$ cat src/rtl/wb_master_arbiter.sv
// Round-robin arbiter sharing one Wishbone-style bus master port among N CPU-side masters.
// One transaction per grant, acknowledge routed to the granted master, watchdog for silent slaves.
module wb_master_arbiter #(
    parameter int N_MASTERS = 4,
    parameter int TIMEOUT   = 1023
) (
    input  logic                      clk,
    input  logic                      reset,
    input  logic [32*N_MASTERS-1:0]   io_masters_addr,
    input  logic [32*N_MASTERS-1:0]   io_masters_dat2,
    input  logic [N_MASTERS-1:0]      io_masters_sel,
    input  logic [N_MASTERS-1:0]      io_masters_we,
    output logic [31:0]               io_masters_dat4,
    output logic [N_MASTERS-1:0]      io_masters_ack,
    output logic [N_MASTERS-1:0]      io_masters_err,
    output logic [31:0]               io_to_bus_addr,
    output logic [31:0]               io_to_bus_dat2,
    output logic                      io_to_bus_sel,
    output logic                      io_to_bus_we,
    input  logic [31:0]               io_to_bus_dat4,
    input  logic                      io_to_bus_ack,
    output logic [2:0]                io_grant
);

    localparam int          GW        = (N_MASTERS > 1) ? $clog2(N_MASTERS) : 1;
    localparam bit          WDOG_EN   = (TIMEOUT != 0);
    localparam logic [15:0] WDOG_LAST = 16'(TIMEOUT - 1);

    typedef enum logic {IDLE, BUSY} state_t;

    state_t          state_reg, state_next;
    logic [GW-1:0]   grant_reg, grant_next;
    logic [GW-1:0]   last_reg, last_next;
    logic [15:0]     wdog_reg, wdog_next;

    logic [31:0]     addr_arr [N_MASTERS];
    logic [31:0]     dat2_arr [N_MASTERS];
    logic [GW-1:0]   rr_pick;
    logic            rr_found;
    logic            grant_sel;
    logic            timeout_hit;

    generate
        for (genvar gi = 0; gi < N_MASTERS; gi++) begin : g_unpack
            assign addr_arr[gi] = io_masters_addr[32*gi +: 32];
            assign dat2_arr[gi] = io_masters_dat2[32*gi +: 32];
        end
    endgenerate

    // Priority starts just above the last winner, then wraps to the low indices.
    always_comb begin
        rr_pick  = last_reg;
        rr_found = 1'b0;
        for (int i = 0; i < N_MASTERS; i++) begin
            if (!rr_found && io_masters_sel[i] && (i > int'(last_reg))) begin
                rr_found = 1'b1;
                rr_pick  = GW'(i);
            end
        end
        for (int i = 0; i < N_MASTERS; i++) begin
            if (!rr_found && io_masters_sel[i] && (i <= int'(last_reg))) begin
                rr_found = 1'b1;
                rr_pick  = GW'(i);
            end
        end
    end

    assign grant_sel   = io_masters_sel[grant_reg];
    assign timeout_hit = WDOG_EN && (wdog_reg == WDOG_LAST);

    always_comb begin
        state_next     = state_reg;
        grant_next     = grant_reg;
        last_next      = last_reg;
        wdog_next      = wdog_reg;
        io_to_bus_addr = 32'd0;
        io_to_bus_dat2 = 32'd0;
        io_to_bus_we   = 1'b0;
        io_to_bus_sel  = 1'b0;
        io_masters_ack = '0;
        io_masters_err = '0;
        case (state_reg)
            IDLE: begin
                if (rr_found) begin
                    grant_next = rr_pick;
                    last_next  = rr_pick;
                    wdog_next  = 16'd0;
                    state_next = BUSY;
                end
            end
            BUSY: begin
                io_to_bus_addr = addr_arr[grant_reg];
                io_to_bus_dat2 = dat2_arr[grant_reg];
                io_to_bus_we   = io_masters_we[grant_reg];
                // An ack in the watchdog's final cycle still completes normally.
                io_to_bus_sel  = grant_sel && !(timeout_hit && !io_to_bus_ack);
                if (grant_sel && io_to_bus_ack) begin
                    io_masters_ack[grant_reg] = 1'b1;
                end else if (grant_sel && timeout_hit) begin
                    io_masters_err[grant_reg] = 1'b1;
                end
                if (!grant_sel || io_to_bus_ack || timeout_hit) begin
                    state_next = IDLE;
                    wdog_next  = 16'd0;
                end else if (wdog_reg != 16'hFFFF) begin
                    wdog_next = wdog_reg + 16'd1;
                end
            end
            default: state_next = IDLE;
        endcase
    end

    always_ff @(posedge clk or negedge reset) begin
        if (!reset) begin
            state_reg <= IDLE;
            grant_reg <= '0;
            last_reg  <= GW'(N_MASTERS - 1);
            wdog_reg  <= 16'd0;
        end else begin
            state_reg <= state_next;
            grant_reg <= grant_next;
            last_reg  <= last_next;
            wdog_reg  <= wdog_next;
        end
    end

    assign io_masters_dat4 = io_to_bus_dat4;
    assign io_grant        = 3'(grant_reg);

endmodule

$ cat config.mk
export PLATFORM = sky130hd
export DESIGN_NAME = wb_master_arbiter
export DESIGN_NICKNAME = d
export VERILOG_FILES = /design/src/rtl/wb_master_arbiter.sv
export SDC_FILE = /design/constraint.sdc
export NUM_CORES = 1
export LEC_CHECK = 0
export CAP_MARGIN = 20
export CORE_AREA = 2 2 158 160
export DETAILED_ROUTE_END_ITERATION = 16
export DIE_AREA = 0 0 160 162
export SLEW_MARGIN = 20
export SYNTH_ARGS = -nofsm -noshare
export SYNTH_HDL_FRONTEND = slang
export SYNTH_SLANG_ARGS = --single-unit
$ cat constraint.sdc
create_clock -name clk -period 5.4 [get_ports clk]
set_input_delay 0.81 -clock clk [delete_from_list [all_inputs] [get_ports clk]]
set_output_delay 0.81 -clock clk [all_outputs]
set_load 0.01 [all_outputs]
Yosys cells after proc, flatten, opt, wreduce, memory -nomap -nowiden
Cells that the tools add are included.

storage, ports and cells
  flip-flop bits (word level) = 21
  input port bits = 299
  output and inout port bits = 109
  logic and storage cells = 92

cells by class
  add/sub/neg operators = 1
  magnitude comparators = 9
  equality and inequality tests = 4
  mux-type cells = 42
  bitwise operators = 2
  reductions and logical operators = 30

operators by type and width
  cell                                                                                 number
  32-bit two-way mux                                                                   6
  32-bit binary-select mux with 2-bit select                                           2
  16-bit two-way mux                                                                   3
  16-bit one-hot mux with 2 select lines                                               1
  4-bit two-way mux                                                                    5
  1-bit logical AND                                                                    17
  16-bit by 1-bit adder with 16-bit output, second input constant                      1
  16-bit by 10-bit == test with 1-bit output, second input constant                    1
  16-bit inequality test, second input constant                                        1
  1-bit two-way mux                                                                    14
  2-bit two-way mux                                                                    7
  1-bit zero test                                                                      9
  1-bit binary-select mux with 2-bit select                                            2
  2-bit > comparator, first input constant                                             2
  2-bit less-or-equal comparator, first input constant                                 2
  2-bit AND reduction                                                                  2
  3-bit greater-or-equal comparator, second input constant                             1
  2-bit by 3-bit < comparator with 1-bit output, second input constant                 1
  3-bit by 1-bit inequality test with 1-bit output, second input constant              1
  2-bit NOT with 3-bit output                                                          1
  1-bit demux with 2-bit select                                                        1
  2-bit by 1-bit greater-or-equal comparator with 1-bit output, second input constant  1
  1-bit by 2-bit > comparator with 1-bit output, first input constant                  1
  1-bit by 2-bit less-or-equal comparator with 1-bit output, first input constant      1
  4 further kinds                                                                      5

Longest topological paths before layout
  word-level depth = 28
  depth in mapped cells = 8
  gate-level depth less buffers = 7

Worst setup path after synthesis
No wires, ideal clock.

  path type = reg2out
  from = register wdog_reg[0]
  to = output io_masters_err[0]
  arrival = 1.928 ns
  path slack = 2.662 ns
  cell stages (with the launch flop) = 8
  buffers on the path = 0
  cells stage by stage = dfrtp_1 -> inv_1 -> ha_1 -> or4b_4 -> nor4_4 -> nor2b_1 -> nand2_1 -> nor3_1

on the way
  cells in the longest elaborated chain, start to end = 5

RTL lines
  element                                     RTL line  RTL
  from (decl)                                 34        logic [15:0] wdog_reg, wdog_next;
  from (signal assigned)                      123       wdog_reg <= wdog_next;
  16-bit by 10-bit == test with 1-bit output  69        assign timeout_hit = WDOG_EN && (wdog_reg == WDOG_LAST);
  1-bit logical AND                           99        end else if (grant_sel && timeout_hit) begin
  4-bit two-way mux                           99
  4-bit two-way mux                           97        if (grant_sel && io_to_bus_ack) begin
  4-bit two-way mux                           82        case (state_reg)
  to (decl)                                   15        output logic [N_MASTERS-1:0] io_masters_err,

No other way between the ends.

Worst setup path in the final report
  from = register grant_reg[0]
  to = output io_to_bus_dat2[31]

on the way
  cells in the longest elaborated chain, start to end = 5

RTL lines
  element                                                RTL line  RTL
  from (decl)                                            32        logic [GW-1:0] grant_reg, grant_next;
  from (signal assigned)                                 121       grant_reg <= grant_next;
  2-bit NOT with 3-bit output (not written as such)      93        io_to_bus_dat2 = dat2_arr[grant_reg];
  32-bit binary-select mux with 2-bit select             93
  32-bit two-way mux (not written as such) (2 in a row)  93
  32-bit two-way mux                                     82
  to (decl)                                              17        output logic [31:0] io_to_bus_dat2,

No other way between the ends. The select of a mux whose other input is x is not followed.

==> out/results.ini <==
[run_status]
status = completed

[die]
ios = 408
dieArea_um2 = 25900
die_h_um = 162
start_util_pct = 15.1
rows = 57
core_area_um2 = 24100
die_w_um = 160

[cts]
clkTransAtPathRegs_ps = 60
clock-sinks = 21
cts_setup_buffers = 0
cts_tree = built
post_cts_resized = 0
cts-htree-levels = 1
cts_buffers = 3
clk-insertion-delay-late_ps = 260
ctsLongestPathBuffers = 2
cts_root_buffer = clkbuf_16
cts_hold_buf = 0

[global_route]
met2_usage_pct = 25.3
grt_busiest_layer = met2
grt_max_degree = 49
groute.usage.overall_pct = 16.6
met1_usage_pct = 20.2
grt_pass1_wl_um = 31500
first_global_vias = 4431
antenna_found_initial = 5
grt_overflow = 0
use_met3_pct = 9.91

[routing]
drtIter0Drc = 251
dr.pass1.iters = 4
ant_nets = 0
wl_per_cell_um = 23.7
drt_wl_total_um = 22900
drcViolationCount = 0
vias = 4216
avgViaCountPerCell = 4.36

[synthesis]
synthTopCellsByArea = mux4_2, dfrtp_1, and2_1
synth_common_cells = and2_1, mux4_2, buf_4, dfrtp_1, clkbuf_1
synth_top_family_by_area = multiplexers
ys_seq_elements = 21
yosysTopAreaCell = mux4_2
synth_compound_area_share_pct = 8.37
synth_xor_area_share_pct = 0
yosys_warnings = 0
synth_seq_area_share_pct = 14.5
synth_cell_type_count = 51
synthSimpleGateAreaFrac_pct = 24.1
synth_mux_area_share_pct = 41.2
ys.flop_type = dfrtp_1
synth_cells = 353
syn-num-nets = 654
synth-async-reset-ratio_pct = 100
synthMostInstantiatedCell = and2_1
synthAdderAreaFrac_pct = 0.689
synth_area_um2 = 3630
synth_top_area_share_pct = 40.3
syn_avg_cell_area_um2 = 10.3
synth_edf_count = 0

[final_layout]
fin_nets = 940
nFillCells = 2529
final_cells = 966
fin_area_um2 = 7200
seqCellArea_um2 = 537
synthToLayoutAreaGrowth_pct = 98.2
drive_above_1_share_pct = 13.2
largest_reg_flops = 16
multi_input_area_um2 = 2700

[timing]
final_max_slew_viol_count = 0
relSlewSlack_pct = 32.6
fin_ws_ps = 1690
rsz0062_at_grt = false
period_share_pct = 68.6
finalHoldViolCount = 0
clock_skew_ps = 6.08
worstMarginPinSlew_ps = 997
timing.fmax_mhz = 270
setup_viol = 0
min_period_ps = 3710
final.setup.tns_ps = 0

[placement]
place_inst = 958
detailed_place.area_um2 = 7120
dpl.hpwl_um = 19500
io_buffers = 342
gp_congestion = 0.869
post-place-ws_ps = 1820

[worst_setup_path]
crit_path_end_kind = output pin
crit_path_max_fanout = 48
start_kind = flip-flop
required_ps = 4590
cp.arrival_ps = 2900
worstSetupPathType = reg2out

[pwr]
leakage_nw = 2.50
power_per_cell_area_nw_per_um2 = 361
ir_worst_vdd_v = 0.000155

[min_path]
hold_class = in2async

[job]
cap_violations = 0

[metrics by stage]
step,utilization [%],hold WS [ps],power (mW)
global placement,29.5,528,2.49
global route,29.9,550,2.77
finish,29.9,512,2.60
floorplan,-,486,1.43
CTS,29.9,538,2.66
detailed placement,29.5,535,2.47
[final timing paths]
kind                         startpoint  cells after the start                 end  slack, ps
setup reg to reg           grant_reg[0]                      6         wdog_reg[9]       2550
max in group asynchronous         reset                      1        grant_reg[0]       4500
hold reg to reg             wdog_reg[4]                      1         wdog_reg[4]        550
hold / removal                    reset                      1        wdog_reg[13]        510
setup / recovery           grant_reg[0]                      4  io_to_bus_dat2[31]       1690
min in group clk            wdog_reg[4]                      1         wdog_reg[4]        550
[cell usage in the layout (no fill, tap or decap), types with 6 or more instances in the layout]
cell / instances
nand2_1: 16
nor2_1: 14
clkdlybuf4s50_1: 341
a21oi_1: 11
dfrtp_1: 16
mux4_2: 65
a31oi_1: 6
nand4_1: 8
nand3_1: 13
o21ai_0: 8
and2_1: 66
[critical path: stages (launching register included)]
cell and delay (ps):
dfrtp_4 1010, buf_12 320, mux4_2 580, and2_1 190, clkdlybuf4s50_1 480
[final cells by class]
type                    count  share of cell area [%]
flip-flops and latches     21                    7.45
clock inverters             1                  0.0695
multi-input cells         265                    37.5
well taps                 324                    5.63
clock buffers               3                    1.04
repair buffers            345                    48.0
diodes                      4                   0.139
inverters                   3                   0.156
[routing by layer]
metal	vias up	wire length [um]	part of all wire, %
met1	2026	8830	39
met3	22	3470	15
met5	-	0	0
li1	1905	-	-
met4	0	506	2.2
met2	263	10100	44
[logic make-up after synthesis]
group / count (synthesis)
adder cells (fa/ha/maj): 2
AND/OR/NAND/NOR: 149
buffers and inverters: 67
flip-flops: 21
multiplexers: 68
other: 1
AO/OA/AOI/OAI: 45
[power by group]
part	switching [mW]	internal, mW	leakage [nW]
logic	0.766	1.27	2.18
clock network	0.0599	0.0995	0.0409
registers	0.217	0.189	0.275
Power figures use the tool's default switching activity.
